**config.mk**
```make
export PLATFORM = sky130hd
export DESIGN_NAME = mem_write_arb
export DESIGN_NICKNAME = d
export VERILOG_FILES = /design/src/rtl/mem_pkg.sv /design/src/rtl/rr_arbiter.sv /design/src/rtl/mem_write_arb.sv
export SDC_FILE = /design/constraint.sdc
export NUM_CORES = 1
export LEC_CHECK = 0
export ABC_AREA = 1
export ABC_CLOCK_PERIOD_IN_PS = 2500
export BUFFER_PORTS_ARGS = -buffer_cell sky130_fd_sc_hd__buf_4
export CORE_AREA = 2 2 149 151
export CTS_CLUSTER_DIAMETER = 40
export DETAILED_ROUTE_END_ITERATION = 6
export DIE_AREA = 0 0 151 153
export GPL_TIMING_DRIVEN = 0
export HOLD_SLACK_MARGIN = 0.06
export PLACE_DENSITY = 0.65
export SETUP_SLACK_MARGIN = 0.02
export SYNTH_ARGS = -nofsm -noshare
export SYNTH_HDL_FRONTEND = slang
export SYNTH_SLANG_ARGS = --single-unit
```
**constraint.sdc**
```tcl
create_clock -name clk -period 2.5 [get_ports clk]
set_input_delay 0.25 -clock clk [delete_from_list [all_inputs] [get_ports clk]]
set_output_delay 0.25 -clock clk [all_outputs]
set_load 0.005 [all_outputs]
```
**src/rtl/mem_pkg.sv**
```systemverilog
// ----------------------------------------------------------------------------
// mem_pkg : shared sizes and write-arbiter state type for the buffer memory
// Rev 1.0
// ----------------------------------------------------------------------------
`default_nettype none

package mem_pkg;

  localparam int NUM_WR_PORTS = 4;
  localparam int ADDR_W       = 8;
  localparam int BLOCK_BITS   = 64;

  typedef enum logic [1:0] {
    ST_ARB     = 2'd0,
    ST_GRANT   = 2'd1,
    ST_COLLECT = 2'd2,
    ST_ISSUE   = 2'd3
  } mem_wr_arb_state_t;

endpackage

`default_nettype wire

```
**src/rtl/rr_arbiter.sv**
```systemverilog
// ----------------------------------------------------------------------------
// rr_arbiter : combinational round-robin pick, lowest request at or above ptr
// Rev 1.0
// ----------------------------------------------------------------------------
`default_nettype none

module rr_arbiter #(
  parameter int N     = 4,
  parameter int IDX_W = (N > 1) ? $clog2(N) : 1
) (
  input  logic [N-1:0]     req,
  input  logic [IDX_W-1:0] ptr,
  output logic [N-1:0]     gnt,
  output logic [IDX_W-1:0] idx,
  output logic             valid
);

  logic [N-1:0] w_req_hi;
  logic [N-1:0] w_pick;

  always_comb begin
    w_req_hi = '0;
    for (int j = 0; j < N; j++) begin
      w_req_hi[j] = req[j] && (j >= int'(ptr));
    end
  end

  // Requests at/above the pointer win; otherwise wrap to the lowest request.
  always_comb begin
    w_pick = (|w_req_hi) ? w_req_hi : req;
    gnt    = '0;
    idx    = '0;
    for (int j = N - 1; j >= 0; j--) begin
      if (w_pick[j]) begin
        gnt    = '0;
        gnt[j] = 1'b1;
        idx    = IDX_W'(j);
      end
    end
    valid = |req;
  end

endmodule

`default_nettype wire

```
**src/rtl/mem_write_arb.sv**
```systemverilog
// ----------------------------------------------------------------------------
// mem_write_arb : round-robin arbiter serialising block writes into the buffer
// memory, one write in flight. Optional MEM_WR_ARB_STATS_EN adds grant counters.
// Rev 1.0
// ----------------------------------------------------------------------------
`default_nettype none

module mem_write_arb
  import mem_pkg::*;
#(
  parameter int NUM_PORTS = NUM_WR_PORTS
`ifdef MEM_WR_ARB_STATS_EN
  , parameter int GNT_CNT_W = 16
`endif
) (
  input  logic                                   clk,
  input  logic                                   rst_n,
  input  logic [NUM_PORTS-1:0]                   wr_req_i,
  output logic [NUM_PORTS-1:0]                   wr_ready_o,
  input  logic [NUM_PORTS-1:0]                   wr_we_i,
  input  logic [NUM_PORTS-1:0][ADDR_W-1:0]       wr_addr_i,
  input  logic [NUM_PORTS-1:0][BLOCK_BITS-1:0]   wr_wdata_i,
  input  logic                                   mem_ready_i,
  output logic                                   mem_we_o,
  output logic [ADDR_W-1:0]                      mem_addr_o,
  output logic [BLOCK_BITS-1:0]                  mem_wdata_o,
  output logic [((NUM_PORTS > 1) ? $clog2(NUM_PORTS) : 1)-1:0] mem_src_o,
  output logic                                   err_o
`ifdef MEM_WR_ARB_STATS_EN
  , output logic [NUM_PORTS-1:0][GNT_CNT_W-1:0]  gnt_cnt_o
`endif
);

  localparam int IDX_W = (NUM_PORTS > 1) ? $clog2(NUM_PORTS) : 1;

  mem_wr_arb_state_t       r_state;
  mem_wr_arb_state_t       w_next_state;
  logic [IDX_W-1:0]        r_ptr;
  logic [IDX_W-1:0]        r_gnt_idx;
  logic [NUM_PORTS-1:0]    r_gnt_oh;
  logic [ADDR_W-1:0]       r_addr;
  logic [BLOCK_BITS-1:0]   r_wdata;
  logic                    r_err;

  logic [NUM_PORTS-1:0]    w_arb_gnt;
  logic [IDX_W-1:0]        w_arb_idx;
  logic                    w_arb_valid;
  logic [NUM_PORTS-1:0]    w_allowed_we;
  logic                    w_collect_hit;
  logic [IDX_W-1:0]        w_ptr_next;

  rr_arbiter #(
    .N     (NUM_PORTS),
    .IDX_W (IDX_W)
  ) u_rr_arbiter (
    .req   (wr_req_i),
    .ptr   (r_ptr),
    .gnt   (w_arb_gnt),
    .idx   (w_arb_idx),
    .valid (w_arb_valid)
  );

  assign w_collect_hit = |(wr_we_i & r_gnt_oh);
  assign w_ptr_next    = (r_gnt_idx == IDX_W'(NUM_PORTS - 1)) ? '0 : r_gnt_idx + IDX_W'(1);

  always_comb begin
    w_next_state = r_state;
    wr_ready_o   = '0;
    mem_we_o     = 1'b0;
    w_allowed_we = '0;
    case (r_state)
      ST_ARB:     if (w_arb_valid) w_next_state = ST_GRANT;
      ST_GRANT: begin
        wr_ready_o   = r_gnt_oh;
        w_next_state = ST_COLLECT;
      end
      ST_COLLECT: begin
        w_allowed_we = r_gnt_oh;
        w_next_state = w_collect_hit ? ST_ISSUE : ST_ARB;
      end
      ST_ISSUE: begin
        mem_we_o = 1'b1;
        if (mem_ready_i) w_next_state = ST_ARB;
      end
      default:    w_next_state = ST_ARB;
    endcase
    mem_addr_o  = mem_we_o ? r_addr    : '0;
    mem_wdata_o = mem_we_o ? r_wdata   : '0;
    mem_src_o   = mem_we_o ? r_gnt_idx : '0;
  end

  assign err_o = r_err;

  always_ff @(posedge clk or negedge rst_n) begin
    if (!rst_n) begin
      r_state   <= ST_ARB;
      r_ptr     <= '0;
      r_gnt_idx <= '0;
      r_gnt_oh  <= '0;
      r_addr    <= '0;
      r_wdata   <= '0;
      r_err     <= 1'b0;
    end else begin
      r_state <= w_next_state;
      r_err   <= r_err | (|(wr_we_i & ~w_allowed_we));
      case (r_state)
        ST_ARB: begin
          if (w_arb_valid) begin
            r_gnt_idx <= w_arb_idx;
            r_gnt_oh  <= w_arb_gnt;
          end
        end
        ST_COLLECT: begin
          if (w_collect_hit) begin
            r_addr  <= wr_addr_i[r_gnt_idx];
            r_wdata <= wr_wdata_i[r_gnt_idx];
          end else begin
            r_ptr <= w_ptr_next;
          end
        end
        ST_ISSUE: begin
          if (mem_ready_i) begin
            r_ptr   <= w_ptr_next;
            r_addr  <= '0;
            r_wdata <= '0;
          end
        end
        default: ;
      endcase
    end
  end

`ifdef MEM_WR_ARB_STATS_EN
  logic w_wr_done;
  assign w_wr_done = (r_state == ST_ISSUE) && mem_ready_i;

  for (genvar p = 0; p < NUM_PORTS; p++) begin : g_cnt
    logic [GNT_CNT_W-1:0] r_cnt;
    always_ff @(posedge clk or negedge rst_n) begin
      if (!rst_n) begin
        r_cnt <= '0;
      end else if (w_wr_done && (r_gnt_idx == IDX_W'(p)) && (r_cnt != '1)) begin
        r_cnt <= r_cnt + GNT_CNT_W'(1);
      end
    end
    assign gnt_cnt_o[p] = r_cnt;
  end
`endif

endmodule

`default_nettype wire

```
==> qor.yml <==
start_util: 0.290
critPathMaxFanout: 10
clkSinkCount: 83
path_class: "reg -> out"
finalPower_mw: 9.35
maxCapViolations: 0
max_freq_mhz: 460
worstSetupStartpointType: "register"
cts_setup_buffers: 0
cp-startpoint: "r_state[1]"
detail_route.wl_per_cell_um: 16.7
antenna_found_initial: 0
fillers: 2280
synth_cells: 968
ir_drop_v: 0.000412
grt_overflow_total: 0
antenna_left: 0
setup_tns_ns: 0
yosysUniqueCellTypes: 24
drtIter0Drc: 355
clk_pin_slew_worst_paths_ns: 0.07
grt_max_degree: 84
grt_util_all_layers: 0.230
fp-row-count: 54
post_cts_resized: 0
cts_hold_buf: 0
place_ws_ns: 0.667
cts_buffer_depth: 2
clock_latency_ns: 0.34
r2r_end: "r_wdata[46]"
maxSlewViolCount: 0
required_ns: 2.25
routed_wl_mm: 27.5
r2r_cells: 7
chipHeight_um: 153
worst_slew_pin_slew_ns: 1.08
core_area_um2: 21500
synthTopCellsByArea: "dfrtp_1 33%, nor2_1 14%, o21ai_0 11%"
area_growth_pct: 56.0
status: "finished clean"
r2r-start: "r_gnt_idx[0]"
htreeDepth: 3
synth_edf_count: 0
worst_ep_arrival_time_ns: 1.93
fin_crit_ns: 2.18
yosysSeqAreaShare: 0.334
synth-seq-cells: 83
layout.nets: 1657
hpwl_mm: 21.3
diodes: 0
relSlewSlack: 0.279
grt_pass1_wl_mm: 41.5
powerDensity_nw_per_um2: 963
die_x_um: 151
syn-cell-area_um2: 6220
finalClockSkew_ns: 0.00802
first_pass_iters: 5
cp-end-kind: "primary output"
synth-main-ff-cell: "dfrtp_1"
root_buffer: "clkbuf_16"
hold_class: "in -> async"
cts_buffers: 9
drive_above_1_share: 0.349
ios: 379
finalSetupViolCount: 0
timing.final.crit_share: 0.870
numPortBuffers: 378
drc: 0
synth_common_cells: "230 x nor2_1, 173 x nand2_1, 135 x o21ai_0, 84 x inv_1, 83 x dfrtp_1"
rrSetupSlack_ns: 0.67
detail_route.vias_per_cell: 4.90
rsz0062_at_grt: "no"
grt_pass1_vias: 7957
hold_viol: 0
place.gp.congestion: 0.862
yosysMostFrequentCell: "nor2_1"
synth_nets: 1268
setup_slack_ns: 0.325
p_leak_nw: 5.02
yosysWarnings: 0
synth_top_area_cell: "dfrtp_1"
synth.avg_cell_area_um2: 6.43
die_area_um2: 23100
async_flop_share: 1.00
synth_top_area_share: 0.334
via_count: 8039
cts_tree: "built"
==> flip-flops by register name, indices dropped and copies added, names as in the netlist <==
signal / count
r_wdata: 64
r_gnt_oh: 4
r_gnt_idx: 2
r_state: 2
r_addr: 8
r_ptr: 2
err_o: 1
==> kinds of logic (layout without fill, tap and decap cells) <==
| group | after synthesis | in the layout | share of synthesized area |
|---|---|---|---|
| AOI/OAI and AO/OA | 227 | 227 | 0.197 |
| DFF | 83 | 83 | 0.334 |
| adders and majority gates | 1 | 1 | 0.00201 |
| and+or+nand+nor | 491 | 491 | 0.341 |
| buffers and inverters | 166 | 560 | 0.126 |
==> critical path, cell delays in order, from the launching register on <==
cell and delay (ns):
dfrtp_1 0.41, nand2_1 0.13, buf_2 0.33, buf_1 0.39
nor2_1 0.15, buf_4 0.17
==> report_power, final <==
group          leakage, nW  internal, mW  switching [mW]
Combinational         3.81          2.23            3.60
Clock                0.141         0.761           0.568
Sequential            1.07          1.87           0.316
Total                 5.02          4.86            4.49
==> worst max-delay path by stage <==
stage                 endpoint  slack (ns)  depth (start not counted)
5_1_grt        mem_wdata_o[25]        0.16                          5
2_1_floorplan     mem_src_o[0]        1.21                          4
6_report       mem_wdata_o[40]        0.32                          5
4_1_cts        mem_wdata_o[40]        0.29                          5
3_5_place_dp   mem_wdata_o[40]        0.67                          5
3_3_place_gp   mem_wdata_o[40]        0.66                          5
==> placed cells by master (no fill, tap or decap), types with 3 or more instances in the layout <==
master     synthesis  final
a21oi_1            4      4
buf_1             12     12
buf_2             26     26
buf_4              4    382
buf_6             13     13
clkbuf_1          22     22
clkbuf_16          0      9
clkbuf_8           0      3
dfrtp_1           83     83
inv_1             84     84
nand2_1          173    173
nand3_1           52     52
nand3_2           28     28
nand4_1            3      3
nor2_1           230    230
o21ai_0          135    135
o21ai_1           16     16
o22ai_1           72     72
==> stage by stage <==
step | instance area (um^2) | util | hold slack [ns] | instances
global route | 9710 | 0.452 | 0.178 | 1642
global placement | 9410 | 0.438 | 0.481 | 1626
finish | 9710 | 0.452 | 0.0968 | 1642
CTS | 9710 | 0.452 | 0.139 | 1642
floorplan | 6220 | - | -0.0456 | 968
detailed placement | 9410 | 0.438 | 0.482 | 1626
==> final cells by class <==
class / count / area, um^2 / share of cell area
multi-input cells: 719 / 3360 / 0.346
repair buffers: 378 / 2840 / 0.292
flip-flops and latches: 83 / 2080 / 0.214
plain buffers: 78 / 449 / 0.0463
well taps: 280 / 350 / 0.0361
inverters: 88 / 335 / 0.0345
clock buffers: 12 / 267 / 0.0274
clock inverters: 4 / 32.5 / 0.00335
==> metal layers <==
layer  up-vias  part of all wire  GRT usage
met5         -                 0          0
met4         0             0.029     0.0814
met3        53             0.077     0.0472
met2       352              0.49      0.403
met1      3710              0.40      0.277
li1       3924                 -          -
No activity file was read; power rests on OpenSTA's default activity.
